### src/rtl/simplebus_pkg.sv
// Shared SimpleBus field widths, request/response structs and arbiter state.
// Latency: n/a (types and constants only).
// Backpressure: n/a.
package simplebus_pkg;

  localparam int ADDR_W  = 32;
  localparam int SIZE_W  = 3;
  localparam int CMD_W   = 4;
  localparam int WMASK_W = 8;
  localparam int DATA_W  = 64;
  localparam int USER_W  = 16;

  typedef struct packed {
    logic [ADDR_W-1:0]  addr;
    logic [SIZE_W-1:0]  size;
    logic [CMD_W-1:0]   cmd;
    logic [WMASK_W-1:0] wmask;
    logic [DATA_W-1:0]  wdata;
    logic [USER_W-1:0]  user;
  } sb_req_t;

  typedef struct packed {
    logic [CMD_W-1:0]  cmd;
    logic [DATA_W-1:0] rdata;
    logic [USER_W-1:0] user;
  } sb_resp_t;

  typedef enum logic [1:0] {
    IDLE = 2'd0,
    REQ  = 2'd1,
    RESP = 2'd2
  } arb_state_t;

endpackage

### src/rtl/simplebus_rr_arb.sv
// Two-way round-robin grant: a lone requester wins, a tie goes to the port not granted last.
// Latency: purely combinational.
// Backpressure: grant is forced to zero while en is low.
module simplebus_rr_arb (
  input  logic [1:0] valid,
  input  logic       last_grant,
  input  logic       en,
  output logic [1:0] grant,
  output logic       grant_idx
);

  // Pick the winning index, then expand it to one-hot when a grant is allowed.
  always_comb begin
    grant_idx = 1'b0;
    grant     = 2'b00;
    case (valid)
      2'b01:   grant_idx = 1'b0;
      2'b10:   grant_idx = 1'b1;
      2'b11:   grant_idx = ~last_grant;
      default: grant_idx = 1'b0;
    endcase
    if (en && (valid != 2'b00)) begin
      grant = grant_idx ? 2'b10 : 2'b01;
    end
  end

endmodule

### src/rtl/simplebus_arbiter.sv
// Two-port SimpleBus arbiter with one outstanding transaction toward a shared slave.
// Latency: out_req_valid one cycle after the accepting input handshake; responses routed combinationally.
// Backpressure: request held stable until out_req_ready; out_resp_ready mirrors the owner's resp_ready.
module simplebus_arbiter
  import simplebus_pkg::*;
#(
  parameter int NUM_IN     = 2,
  parameter int FIRST_PRIO = 0
) (
  input  logic               clk,
  input  logic               rst,
  input  logic               in0_req_valid,
  output logic               in0_req_ready,
  input  logic [ADDR_W-1:0]  in0_req_bits_addr,
  input  logic [SIZE_W-1:0]  in0_req_bits_size,
  input  logic [CMD_W-1:0]   in0_req_bits_cmd,
  input  logic [WMASK_W-1:0] in0_req_bits_wmask,
  input  logic [DATA_W-1:0]  in0_req_bits_wdata,
  input  logic [USER_W-1:0]  in0_req_bits_user,
  output logic               in0_resp_valid,
  input  logic               in0_resp_ready,
  output logic [CMD_W-1:0]   in0_resp_bits_cmd,
  output logic [DATA_W-1:0]  in0_resp_bits_rdata,
  output logic [USER_W-1:0]  in0_resp_bits_user,
  input  logic               in1_req_valid,
  output logic               in1_req_ready,
  input  logic [ADDR_W-1:0]  in1_req_bits_addr,
  input  logic [SIZE_W-1:0]  in1_req_bits_size,
  input  logic [CMD_W-1:0]   in1_req_bits_cmd,
  input  logic [WMASK_W-1:0] in1_req_bits_wmask,
  input  logic [DATA_W-1:0]  in1_req_bits_wdata,
  input  logic [USER_W-1:0]  in1_req_bits_user,
  output logic               in1_resp_valid,
  input  logic               in1_resp_ready,
  output logic [CMD_W-1:0]   in1_resp_bits_cmd,
  output logic [DATA_W-1:0]  in1_resp_bits_rdata,
  output logic [USER_W-1:0]  in1_resp_bits_user,
  output logic               out_req_valid,
  input  logic               out_req_ready,
  output logic [ADDR_W-1:0]  out_req_bits_addr,
  output logic [SIZE_W-1:0]  out_req_bits_size,
  output logic [CMD_W-1:0]   out_req_bits_cmd,
  output logic [WMASK_W-1:0] out_req_bits_wmask,
  output logic [DATA_W-1:0]  out_req_bits_wdata,
  output logic [USER_W-1:0]  out_req_bits_user,
  input  logic               out_resp_valid,
  output logic               out_resp_ready,
  input  logic [CMD_W-1:0]   out_resp_bits_cmd,
  input  logic [DATA_W-1:0]  out_resp_bits_rdata,
  input  logic [USER_W-1:0]  out_resp_bits_user,
  output logic               busy
);

  arb_state_t        state_q, state_d;
  logic              owner_q;
  logic              last_grant_q;
  sb_req_t           req_q;
  sb_req_t           in0_req, in1_req, out_req;
  sb_resp_t          slv_resp, resp0, resp1;
  logic [NUM_IN-1:0] req_valid;
  logic [1:0]        grant;
  logic              grant_idx;
  logic              idle_act, req_act, resp_act;
  logic              owner_resp_ready;

  assign in0_req   = {in0_req_bits_addr, in0_req_bits_size, in0_req_bits_cmd,
                      in0_req_bits_wmask, in0_req_bits_wdata, in0_req_bits_user};
  assign in1_req   = {in1_req_bits_addr, in1_req_bits_size, in1_req_bits_cmd,
                      in1_req_bits_wmask, in1_req_bits_wdata, in1_req_bits_user};
  assign slv_resp  = {out_resp_bits_cmd, out_resp_bits_rdata, out_resp_bits_user};
  assign req_valid = {in1_req_valid, in0_req_valid};

  // Reset forces every output quiet in the same cycle, so phases are qualified by !rst.
  assign idle_act = (state_q == IDLE) && !rst;
  assign req_act  = (state_q == REQ)  && !rst;
  assign resp_act = (state_q == RESP) && !rst;
  assign owner_resp_ready = owner_q ? in1_resp_ready : in0_resp_ready;

  simplebus_rr_arb u_rr_arb (
    .valid      (req_valid),
    .last_grant (last_grant_q),
    .en         (idle_act),
    .grant      (grant),
    .grant_idx  (grant_idx)
  );

  // State, ownership and captured request; a grant latches the winner's fields.
  always_ff @(posedge clk) begin
    if (rst) begin
      state_q      <= IDLE;
      last_grant_q <= (FIRST_PRIO == 0);
      owner_q      <= 1'b0;
      req_q        <= '0;
    end else begin
      state_q <= state_d;
      if (grant != 2'b00) begin
        owner_q      <= grant_idx;
        last_grant_q <= grant_idx;
        req_q        <= grant_idx ? in1_req : in0_req;
      end
    end
  end

  // Next state plus handshake/routing outputs; non-owner and off-phase outputs stay 0.
  always_comb begin
    state_d        = state_q;
    in0_req_ready  = grant[0];
    in1_req_ready  = grant[1];
    busy           = (state_q != IDLE) && !rst;
    out_req_valid  = req_act;
    out_req        = '0;
    out_resp_ready = 1'b0;
    in0_resp_valid = 1'b0;
    in1_resp_valid = 1'b0;
    resp0          = '0;
    resp1          = '0;

    if (req_act) begin
      out_req = req_q;
    end
    if (resp_act) begin
      out_resp_ready = owner_resp_ready;
      if (owner_q) begin
        in1_resp_valid = out_resp_valid;
        resp1          = slv_resp;
      end else begin
        in0_resp_valid = out_resp_valid;
        resp0          = slv_resp;
      end
    end

    case (state_q)
      IDLE:    if (grant != 2'b00) state_d = REQ;
      REQ:     if (out_req_ready) state_d = RESP;
      RESP:    if (out_resp_valid && owner_resp_ready) state_d = IDLE;
      default: state_d = IDLE;
    endcase
  end

  assign out_req_bits_addr   = out_req.addr;
  assign out_req_bits_size   = out_req.size;
  assign out_req_bits_cmd    = out_req.cmd;
  assign out_req_bits_wmask  = out_req.wmask;
  assign out_req_bits_wdata  = out_req.wdata;
  assign out_req_bits_user   = out_req.user;
  assign in0_resp_bits_cmd   = resp0.cmd;
  assign in0_resp_bits_rdata = resp0.rdata;
  assign in0_resp_bits_user  = resp0.user;
  assign in1_resp_bits_cmd   = resp1.cmd;
  assign in1_resp_bits_rdata = resp1.rdata;
  assign in1_resp_bits_user  = resp1.user;

endmodule

### config.mk
export PLATFORM = sky130hd
export DESIGN_NAME = simplebus_arbiter
export DESIGN_NICKNAME = d
export VERILOG_FILES = /design/src/rtl/simplebus_pkg.sv /design/src/rtl/simplebus_rr_arb.sv /design/src/rtl/simplebus_arbiter.sv
export SDC_FILE = /design/constraint.sdc
export NUM_CORES = 1
export LEC_CHECK = 0
export BUFFER_PORTS_ARGS = -buffer_cell sky130_fd_sc_hd__buf_2
export CAP_MARGIN = 40
export CORE_AREA = 3 3 250 252
export CTS_CLUSTER_DIAMETER = 100
export DETAILED_ROUTE_END_ITERATION = 8
export DIE_AREA = 0 0 253 255
export GPL_ROUTABILITY_DRIVEN = 1
export SLEW_MARGIN = 20
export SYNTH_ARGS = -nofsm -noshare
export SYNTH_HDL_FRONTEND = slang
export SYNTH_SLANG_ARGS = --single-unit
### constraint.sdc
create_clock -name clk -period 2 [get_ports clk]
set_clock_uncertainty 0.1 [all_clocks]
set_input_delay 0.4 -clock clk [delete_from_list [all_inputs] [get_ports clk]]
set_output_delay 0.4 -clock clk [all_outputs]
set_load 0.03 [all_outputs]
Word level (Yosys, flattened, before mapping)
Index checks and enable logic that the tools add are counted.
- add/sub/neg operators: 0
- shifts and indexed selects: 0
- multipliers: 0
- divide/modulo/power cells: 0
- bitwise logic cells: 1
- equality and inequality tests: 7
- muxes and demuxes: 19
- reductions and logical operators: 12
- order comparisons: 0
- operator list (kind ; number):
    $mux W84 ; 4
    $mux W127 ; 2
    $mux W2 ; 5
    $eq A2 B2 Y1 const B ; 3
    $logic_and A1 B1 Y1 ; 6
    $mux W1 ; 6
    $pmux W2 S3 ; 1
    $reduce_bool A2 Y1 ; 3
    $ne A2 B1 Y1 const B ; 2
    $reduce_and A3 Y1 ; 1
    $eq A2 B1 Y1 const B ; 1
    $logic_not A2 Y1 ; 1
    $ne A2 B2 Y1 const B ; 1
    $pmux W1 S2 ; 1
    $logic_not A1 Y1 ; 1
    $not A1 Y1 ; 1
- register bits after elaboration: 131
- memory bits (read-only): 0
- output and inout bits: 302
- latch bits: 0
- bits in writable memories: 0
- memories kept: 0

Longest topological paths before layout
Gate-level depths: netlist (run 1).
- depth in word-level cells: 7
- mapped depth: 7
- mapped depth without buffers: 3

Modules after synthesis
A second synthesis (run 1) with hierarchy kept.
- cells, all modules: 938
- area total of the unflattened synthesis: 8016.4 sq um
- modules (own cells, without submodules) (module ; times used ; area an instance (sq um) ; cells each):
    simplebus_arbiter ; 1 ; 7986.4 ; 933
    simplebus_rr_arb ; 1 ; 30.0 ; 5

Worst setup path after synthesis (run 1)
OpenSTA, ideal clock, no wires.
- kind: flip-flop to output port
- from: register state_q[0]
- to: output port out_req_bits_addr[18]
- cell stages (with the launch flop): 5
- data required time: 1500 ps
- buffers on the path: 2
- arrival time: 1586 ps
- slack: -86 ps
- cell sequence: dfxtp_1 -> nor3b_1 -> clkbuf_1 -> buf_2 -> and2_1
- longest elaborated chain between the ends: 3
- RTL lines (element ; RTL line ; RTL):
    start, declared ; simplebus_arbiter.sv:54 ; arb_state_t state_q, state_d;
    start signal, assigned ; simplebus_arbiter.sv:95 ; state_q <= state_d;
    $eq A2 B1 Y1 ; simplebus_arbiter.sv:75 ; assign req_act = (state_q == REQ) && !rst;
    $logic_and A1 B1 Y1 ; simplebus_arbiter.sv:75 ;
    net out_req_valid ; simplebus_arbiter.sv:38 ; output logic out_req_valid,
    $mux W127 ; simplebus_arbiter.sv:118 ; if (req_act) begin
    end, declared ; simplebus_arbiter.sv:40 ; output logic [ADDR_W-1:0] out_req_bits_addr,
The timed path passes the listed nets, and every way through them passes these cells.

Final worst setup path (run 1)
- from: register state_q[0]
- to: output port in0_resp_bits_rdata[13]
- longest elaborated chain between the ends: 3
- RTL lines (element ; RTL line ; RTL):
    $eq A2 B2 Y1 ; simplebus_arbiter.sv:76 ; assign resp_act = (state_q == RESP) && !rst;
    $logic_and A1 B1 Y1 ; simplebus_arbiter.sv:76 ;
    $mux W84 ; simplebus_arbiter.sv:121 ; if (resp_act) begin
    end, declared ; simplebus_arbiter.sv:23 ; output logic [DATA_W-1:0] in0_resp_bits_rdata,
Every way passes these cells.

==> results of run 1 <==
## logic make-up after synthesis
| family | after synthesis |
|---|---|
| buffers and inverters | 104 |
| muxes | 1 |
| AOI/OAI and AO/OA | 167 |
| and+or+nand+nor | 475 |
| DFF | 131 |
## repair_timing
item	in CTS	in global routing
pin swaps	4	128
endpoints found under the setup margin	302	302
resized for setup	222	761
hold buffers	61	0
cloned	3	17
hold endpoints to repair	61	0
buffers inserted	3	11
## layer usage
metal  part of all wire, %  track usage (%)
met1                    38             14.6
met2                    50             23.9
met3                   7.5             3.89
met4                   4.7             7.33
met5                 0.068                0
## area by class of cell
cell class	count	area [um^2]	share of cell area [%]
diodes	9	22.5	0.137
clock buffers	18	429	2.61
clock inverters	14	176	1.07
inverters	2	7.51	0.0457
multi-input cells	643	4960	30.2
flip-flops and latches	131	2630	16.0
well taps	782	978	5.96
repair buffers	816	7210	43.9
## critical path, stage by stage, from the launching register on
cell and delay, ps:
sky130_fd_sc_hd__dfxtp_4 360, sky130_fd_sc_hd__or3b_4 420, sky130_fd_sc_hd__nor2_4 160, sky130_fd_sc_hd__buf_12 160, sky130_fd_sc_hd__clkbuf_16 190, sky130_fd_sc_hd__and2_2 160, sky130_fd_sc_hd__buf_6 130
## state kept, by name (all words and copies together), names as in the netlist
signal,cells
last_grant_q,1
owner_q,1
state_q,2
req_q,127
## cell usage in the layout (no fill, tap or decap), types with 2 or more instances in the layout
master,Yosys,layout
sky130_fd_sc_hd__clkbuf_16,0,31
sky130_fd_sc_hd__or2_2,2,2
sky130_fd_sc_hd__diode_2,0,9
sky130_fd_sc_hd__and2_1,296,29
sky130_fd_sc_hd__nor3_4,1,2
sky130_fd_sc_hd__buf_12,0,24
sky130_fd_sc_hd__clkbuf_4,0,2
sky130_fd_sc_hd__o21ai_0,34,34
sky130_fd_sc_hd__dlygate4sd3_1,0,61
sky130_fd_sc_hd__buf_4,7,62
sky130_fd_sc_hd__inv_1,2,2
sky130_fd_sc_hd__nand3_1,33,33
sky130_fd_sc_hd__nor2_4,0,5
sky130_fd_sc_hd__buf_6,5,282
sky130_fd_sc_hd__and3_1,95,94
sky130_fd_sc_hd__and2_4,0,192
sky130_fd_sc_hd__dfxtp_4,0,2
sky130_fd_sc_hd__clkinvlp_4,0,5
sky130_fd_sc_hd__and2_2,0,75
sky130_fd_sc_hd__buf_16,0,3
sky130_fd_sc_hd__bufinv_16,0,3
sky130_fd_sc_hd__nand4_1,33,33
sky130_fd_sc_hd__buf_2,25,349
sky130_fd_sc_hd__buf_8,0,19
sky130_fd_sc_hd__a31oi_1,33,33
sky130_fd_sc_hd__dfxtp_1,131,129
sky130_fd_sc_hd__nor2_1,5,2
sky130_fd_sc_hd__a221o_1,94,94
sky130_fd_sc_hd__inv_6,0,4
## cells in the mapped netlist, drive strengths merged
cell type / number
nand4: 33
nand2: 1
nor2: 7
a31oi: 33
nand3b: 1
nand2b: 1
or2: 2
a2111oi: 1
nor3: 3
nor2b: 1
o21ai: 34
a211o: 1
inv: 2
a21boi: 1
and2: 296
dfxtp: 131
nand3: 33
nor3b: 1
a221o: 94
mux2i: 1
and3: 95
a211oi: 1
a21oi: 2
clkbuf: 63
or3b: 1
buf: 39
## through the flow
step / power (uW) / utilization (%) / setup WS, ps / hold slack [ps]
finish: 8760 / 27.2 / -567 / 47.0
floorplan: 3930 / - / -26.4 / 345
CTS: 8530 / 23.7 / -578 / 0.0301
global route: 9150 / 27.2 / -676 / 40.4
detailed placement: 4890 / 20.4 / -294 / 359
global placement: 4880 / 20.4 / -272 / 361
## report_power, final
group | internal [uW] | switching, uW | total, uW
clock network | 1970 | 1410 | 3380
registers | 2860 | 157 | 3020
logic | 1190 | 1170 | 2360
## worst max path at each step
stage / startpoint / end / slack, ps / cells after the start
4_1_cts: state_q[1] / in0_resp_bits_rdata[5] / -580 / 6
2_1_floorplan: state_q[1] / in0_resp_valid / -30 / 2
5_1_grt: state_q[1] / in0_resp_bits_rdata[13] / -680 / 6
3_5_place_dp: rst / in0_resp_bits_user[1] / -290 / 6
6_report: state_q[0] / in0_resp_bits_rdata[13] / -570 / 6
3_3_place_gp: rst / in1_resp_bits_user[10] / -270 / 6
==> summary.md, run 1 <==
| Metric | Value |
|---|---|
| Simple-gate area share of the yosys netlist | `39.5%` |
| Origin of the worst min-delay path | `in0_req_bits_wdata[2]` |
| Worst-margin pin slew | `439 ps` |
| Cells taking the most area after synthesis | `sky130_fd_sc_hd__dfxtp_1 (35%), sky130_fd_sc_hd__and2_1 (25%), sky130_fd_sc_hd__a221o_1 (13%), sky130_fd_sc_hd__and3_1 (8.0%), sky130_fd_sc_hd__a31oi_1 (2.8%)` |
| Gate count of the mapped netlist | `878` |
| CTS HTree Levels | `4` |
| Post-synth design cell area | `7430 um^2` |
| Fmax | `0.390 GHz` |
| Req. time, crit path | `1500 ps` |
| Yosys warnings | `0` |
| Result of the run | `finished with violations` |
| Top Ports | `648` |
| Number of CTS-inserted buffers | `17` |
| Count of TritonRoute iterations in the first routing pass | `7` |
| Core Rows | `90` |
| Initial antenna violation count | `19` |
| Final cell count without fillers | `2415` |
| Minimum clock period after layout | `~2600 ps` |
| Critical path endpoint category | `output port` |
| Origin of the critical flop-to-flop path | `state_q[0]` |
| Reg2reg end | `req_q[88]` |
| NumNets Final | `1957` |
| Mean instance size in the synthesized netlist | `8.46 um^2` |
| Clock transition time at the flip-flop clock pins of the worst setup and hold paths | `70 ps` |
| Total number of vias | `10200` |
| Final-report max-slew violation count | `0` |
| Gp weighted congestion | `~0.83` |
| Worst-path maximum fanout | `15` |
| Synthesized flop and latch total | `131` |
| Final design area excluding fillers | `16400 um^2` |
| Cell chosen for the clock root | `sky130_fd_sc_hd__clkbuf_16` |
| Highest ir drop seen on vdd | `0.643 mV` |
| Adder-cell share of the synthesized area | `0%` |
| Nets in the synthesized netlist | `between 1000 and 1500` |
| Proportion of synthesized chip area in sequential cells | `35.3%` |
| ANT nets after route | `0` |
| Sink of the worst hold path | `req_q[18]` |
| Setup violation total in the final timing report | `roughly 300` |
| Number of cell instances on the worst register-to-register path | `9` |
| Fraction of the cycle the final worst path needs | `128%` |
| GRT Overall Usage | `13.5%` |
| Average detailed-routed wire length per instance | `approximately 21 um` |
| Setup repair after global routing missed its margin | `yes` |
| Area of the die | `64500 um^2` |
| Portion of synthesized cell area occupied by the leading cell type | `35.3%` |
| Post-synthesis to final-layout area growth | `121%` |
| Remaining Overflow, GRT | `0` |
| Final Hold Fails | `0` |
| Dpl cells | `2279` |
| CTS tree | `done` |
| Class of the worst hold path | `in2reg` |
| Number of max-cap violations | `0` |
| Share of the synthesized area in compound gates (AO/OA/AOI/OAI) | `18.4%` |
| Critical Setup Path Class | `reg2out` |
| Vias in the first global route | `9772` |
| Arrival @ worst endpoint | `2070 ps` |
| Die X-Extent | `about 250 um` |
| Leakage power total | `between 0.007 and 0.008 uW` |
| Kind of start point of the critical path | `flip-flop` |
| Post-synthesis share of cell area spent on xor and xnor gates | `0%` |
| Depth of the worst hold-timing path | `2` |
| Routed vias/inst | `4.23` |
| Power density normalized to cell area | `534 nW/um^2` |
| Number of violations reported at the end of detailed-routing iteration 0 | `509` |
| Maximum number of pins on one net before global-route repair | `87` |
| Most area-hungry cell type in the Yosys netlist | `sky130_fd_sc_hd__dfxtp_1` |
| Worst skew pair latency | `around 470 ps` |
| Count of unique library cells instantiated by Yosys | `33` |
| Cell area after placement | `12300 um^2` |
| Die height | `~260 um` |
| Core region area | `a little over 60000 um^2` |
| Violations in the final reports | `negative setup slack` |
| Headroom to the max-slew limit | `70.7%` |
| # clock sinks | `131` |
| Total Wirelength | `49900 um` |
| Drt drc | `0` |
| Slack of the worst reg-to-reg path | `80 ps` |
| HPWL after detailed placement | `34600 um` |
| Number of fill cells in the layout | `6257` |
| Largest family of logic cells by synthesized area | `simple AND/OR/NAND/NOR gates` |
| Count of port buffers added during placement | `647` |
| First-pass GRT wire length | `63500 um` |
| Proportion of layout cells with a drive suffix above 1 | `approximately two thirds` |
| Clock Tree Buf Depth | `2` |
| Initial standard-cell utilization of the core | `12.3%` |
| Mux cell area share after synthesis | `0.135%` |
| Final WS setup | `-567 ps` |
| Setup_tns | `-143450 ps` |
Power figures use the tool's default switching activity.
==> run 2, diff against run 1 <==
- CTS_BUF_LIST: unset -> sky130_fd_sc_hd__clkbuf_4
==> summary.md, run 2 (synthesis results as in run 1) <==
| Metric | Value |
|---|---|
| Wire length on met3 | `4510 um (+20%)` |
| ANT nets after route | `0 (unchanged)` |
| Initial antenna violation count | `22 (+3)` |
| Req. time, crit path | `1500 ps (about the same)` |
| Top Ports | `648 (unchanged)` |
| Number of violations reported at the end of detailed-routing iteration 0 | `689 (+35%)` |
| Origin of the worst min-delay path | `in0_req_valid` |
| GRT Overall Usage | `15.0% (+1.5 points)` |
| Largest register by flop count | `req_q` |
| Result of the run | `finished with violations` |
| Top routing layer in use | `met5` |
| Worst skew pair latency | `740 ps (+270 ps)` |
| Power Total | `7870 uW (-10%)` |
| NumNets Final | `2157 (+10%)` |
| Sink of the worst hold path | `req_q[24]` |
| Clock Tree Buf Depth | `2 (unchanged)` |
| Number of cell instances on the worst register-to-register path | `6 (-3)` |
| Fraction of the cycle the final worst path needs | `144% (+16 points)` |
| Remaining Overflow, GRT | `0 (unchanged)` |
| Commonest non-fill, non-tap cell in the layout | `sky130_fd_sc_hd__buf_2` |
| Power density normalized to cell area | `444 nW/um^2 (-17%)` |
| Setup repair after global routing missed its margin | `yes` |
| Most used cells in the layout excluding fill and tap cells | `sky130_fd_sc_hd__buf_2 (406), sky130_fd_sc_hd__dlygate4sd3_1 (259), sky130_fd_sc_hd__buf_6 (225)` |
| Final-report max-slew violation count | `0 (unchanged)` |
| Count of TritonRoute iterations in the first routing pass | `7 (unchanged)` |
| Largest registers | `req_q (127), state_q (2)` |
| Drt drc | `0 (unchanged)` |
| DRT met1 WL | `21100 um (+12%)` |
| Count of port buffers added during placement | `647 (unchanged)` |
| Maximum number of pins on one net before global-route repair | `87 (unchanged)` |
| Initial standard-cell utilization of the core | `12.3% (unchanged)` |
| Area taken by multi-input logic gates | `4890 um^2 (-1.5%)` |
| Number of fill cells in the layout | `6041 (-3.5%)` |
| Number of max-cap violations | `0 (unchanged)` |
| Final cell count without fillers | `2619 (+8.4%)` |
| Core Rows | `90 (unchanged)` |
| Post-synthesis to final-layout area growth | `138%` |
| Depth of the worst hold-timing path | `4 (+2)` |
| Leakage power total | `0.00849 uW (+8.1%)` |
| Kind of start point of the critical path | `flip-flop` |
| Total number of vias | `11400 (+12%)` |
| Vias in the first global route | `11300 (+15%)` |
| CTS tree | `done` |
| Area of the die | `64500 um^2 (unchanged)` |
| Final Hold Fails | `0 (unchanged)` |
| Worst Hold Slack | `192 ps (+145 ps)` |
| Headroom to the max-slew limit | `69.5% (-1.3 points)` |
| Critical Path Max Stage Delay | `420 ps (about the same)` |
| Slack of the worst reg-to-reg path | `10 ps (-70 ps)` |
| Largest register FFs | `127 (unchanged)` |
| Worst-margin pin slew | `458 ps (+19.3 ps)` |
| Core region area | `60400 um^2 (unchanged)` |
| Class of the worst hold path | `in2reg` |
| Total Wirelength | `56300 um (+13%)` |
| HPWL after detailed placement | `34600 um (unchanged)` |
| Proportion of layout cells with a drive suffix above 1 | `58.8% (-7.1 points)` |
| Cell chosen for the clock root | `sky130_fd_sc_hd__clkbuf_4` |
| Clock transition time at the flip-flop clock pins of the worst setup and hold paths | `160 ps (+90 ps)` |
| Die X-Extent | `253 um (unchanged)` |
| Slowest cell on the critical path | `sky130_fd_sc_hd__or3b_4` |
| Minimum clock period after layout | `2880 ps (+317 ps)` |
| Violations in the final reports | `negative setup slack` |
| CP cell instances | `or3b_4 -> nor2_4 -> buf_12 -> buf_6 -> and2_1 -> buf_4` |
| Critical path endpoint category | `output port` |
| Arrival @ worst endpoint | `2380 ps (+310 ps)` |
| Fmax | `0.347 GHz (-11%)` |
| Final WS setup | `-884 ps (-317 ps)` |
| Routed vias/inst | `4.36 (+3.0%)` |
| CTS HTree Levels | `4 (unchanged)` |
| Routed wl met2 | `27900 um (+12%)` |
| Highest ir drop seen on vdd | `0.387 mV (-40%)` |
| Origin of the critical flop-to-flop path | `state_q[0]` |
| Dpl cells | `2279 (unchanged)` |
| Number of CTS-inserted buffers | `17 (unchanged)` |
| Critical Setup Path Class | `reg2out` |
| Gp weighted congestion | `0.828 (unchanged)` |
| Worst-path maximum fanout | `9 (-6)` |
| Setup_tns | `-241210 ps (-97760 ps)` |
| # clock sinks | `131 (unchanged)` |
| Reg2reg end | `req_q[11]` |
| Average detailed-routed wire length per instance | `21.5 um (+4.1%)` |
| First-pass GRT wire length | `71300 um (+12%)` |
| Setup violation total in the final timing report | `302 (+0.33%)` |
| Die height | `255 um (unchanged)` |
| FF+latch area | `2630 um^2 (about the same)` |
-- run 2: cell type report --
| class | count | area share [%] |
|---|---|---|
| Timing Repair Buffer | 1016 | 50.0 |
| Multi-Input combinational cell | 643 | 27.6 |
| Sequential cell | 131 | 14.8 |
| Tap cell | 782 | 5.53 |
| Clock inverter | 14 | 0.997 |
| Clock buffer | 18 | 0.764 |
| Antenna cell | 13 | 0.184 |
| Inverter | 2 | 0.0424 |
-- run 2: metal layers --
metal | vias up | track usage [%]
met5 | - | 0
met4 | 4 | 8.58
met3 | 175 | 4.26
met2 | 773 | 26.5
met1 | 5398 | 16.2
li1 | 5063 | -
-- run 2: worst max-delay path: cells and delay by family (launching register included) --
kind	cells	cell delay, ps
simple gates	3	760
buf+inv	3	480
flops	1	390
-- run 2: stage by stage --
step           worst slack, ps  utilization, %  instance area [um^2]
2_1_floorplan            -26.4               -                  7750
3_3_place_gp              -272            20.4                 12300
3_5_place_dp              -294            20.4                 12300
4_1_cts                   -966            26.6                 16100
5_1_grt                  -1070            29.3                 17700
6_report                  -884            29.3                 17700
-- run 2: how the worst max path moves through the flow --
stage               startpoint                      to  slack (ps)  cells past startpoint
floorplan           state_q[1]          in0_resp_valid         -30                      2
global placement           rst  in1_resp_bits_user[10]        -270                      6
detailed placement         rst   in0_resp_bits_user[1]        -290                      6
CTS                 state_q[1]   in0_resp_bits_user[7]        -970                      6
global route        state_q[1]  in1_resp_bits_rdata[5]       -1070                      6
finish              state_q[1]  in1_resp_bits_rdata[5]        -880                      6
-- run 2: what timing repair did --
item,4_1_cts,5_1_grt
gates cloned,5,22
hold buffers,259,0
pin swaps,2,73
endpoints found under the setup margin,302,325
gates resized for setup,245,469
buffers inserted,5,4
endpoints found under the hold margin,129,0
-- run 2: power breakdown --
part | internal [uW] | leakage (uW) | switching [uW]
clock | 891 | 0.000152 | 1290
sequential | 2860 | 0.00108 | 159
combinational | 1390 | 0.00726 | 1280
total | 5140 | 0.00849 | 2720
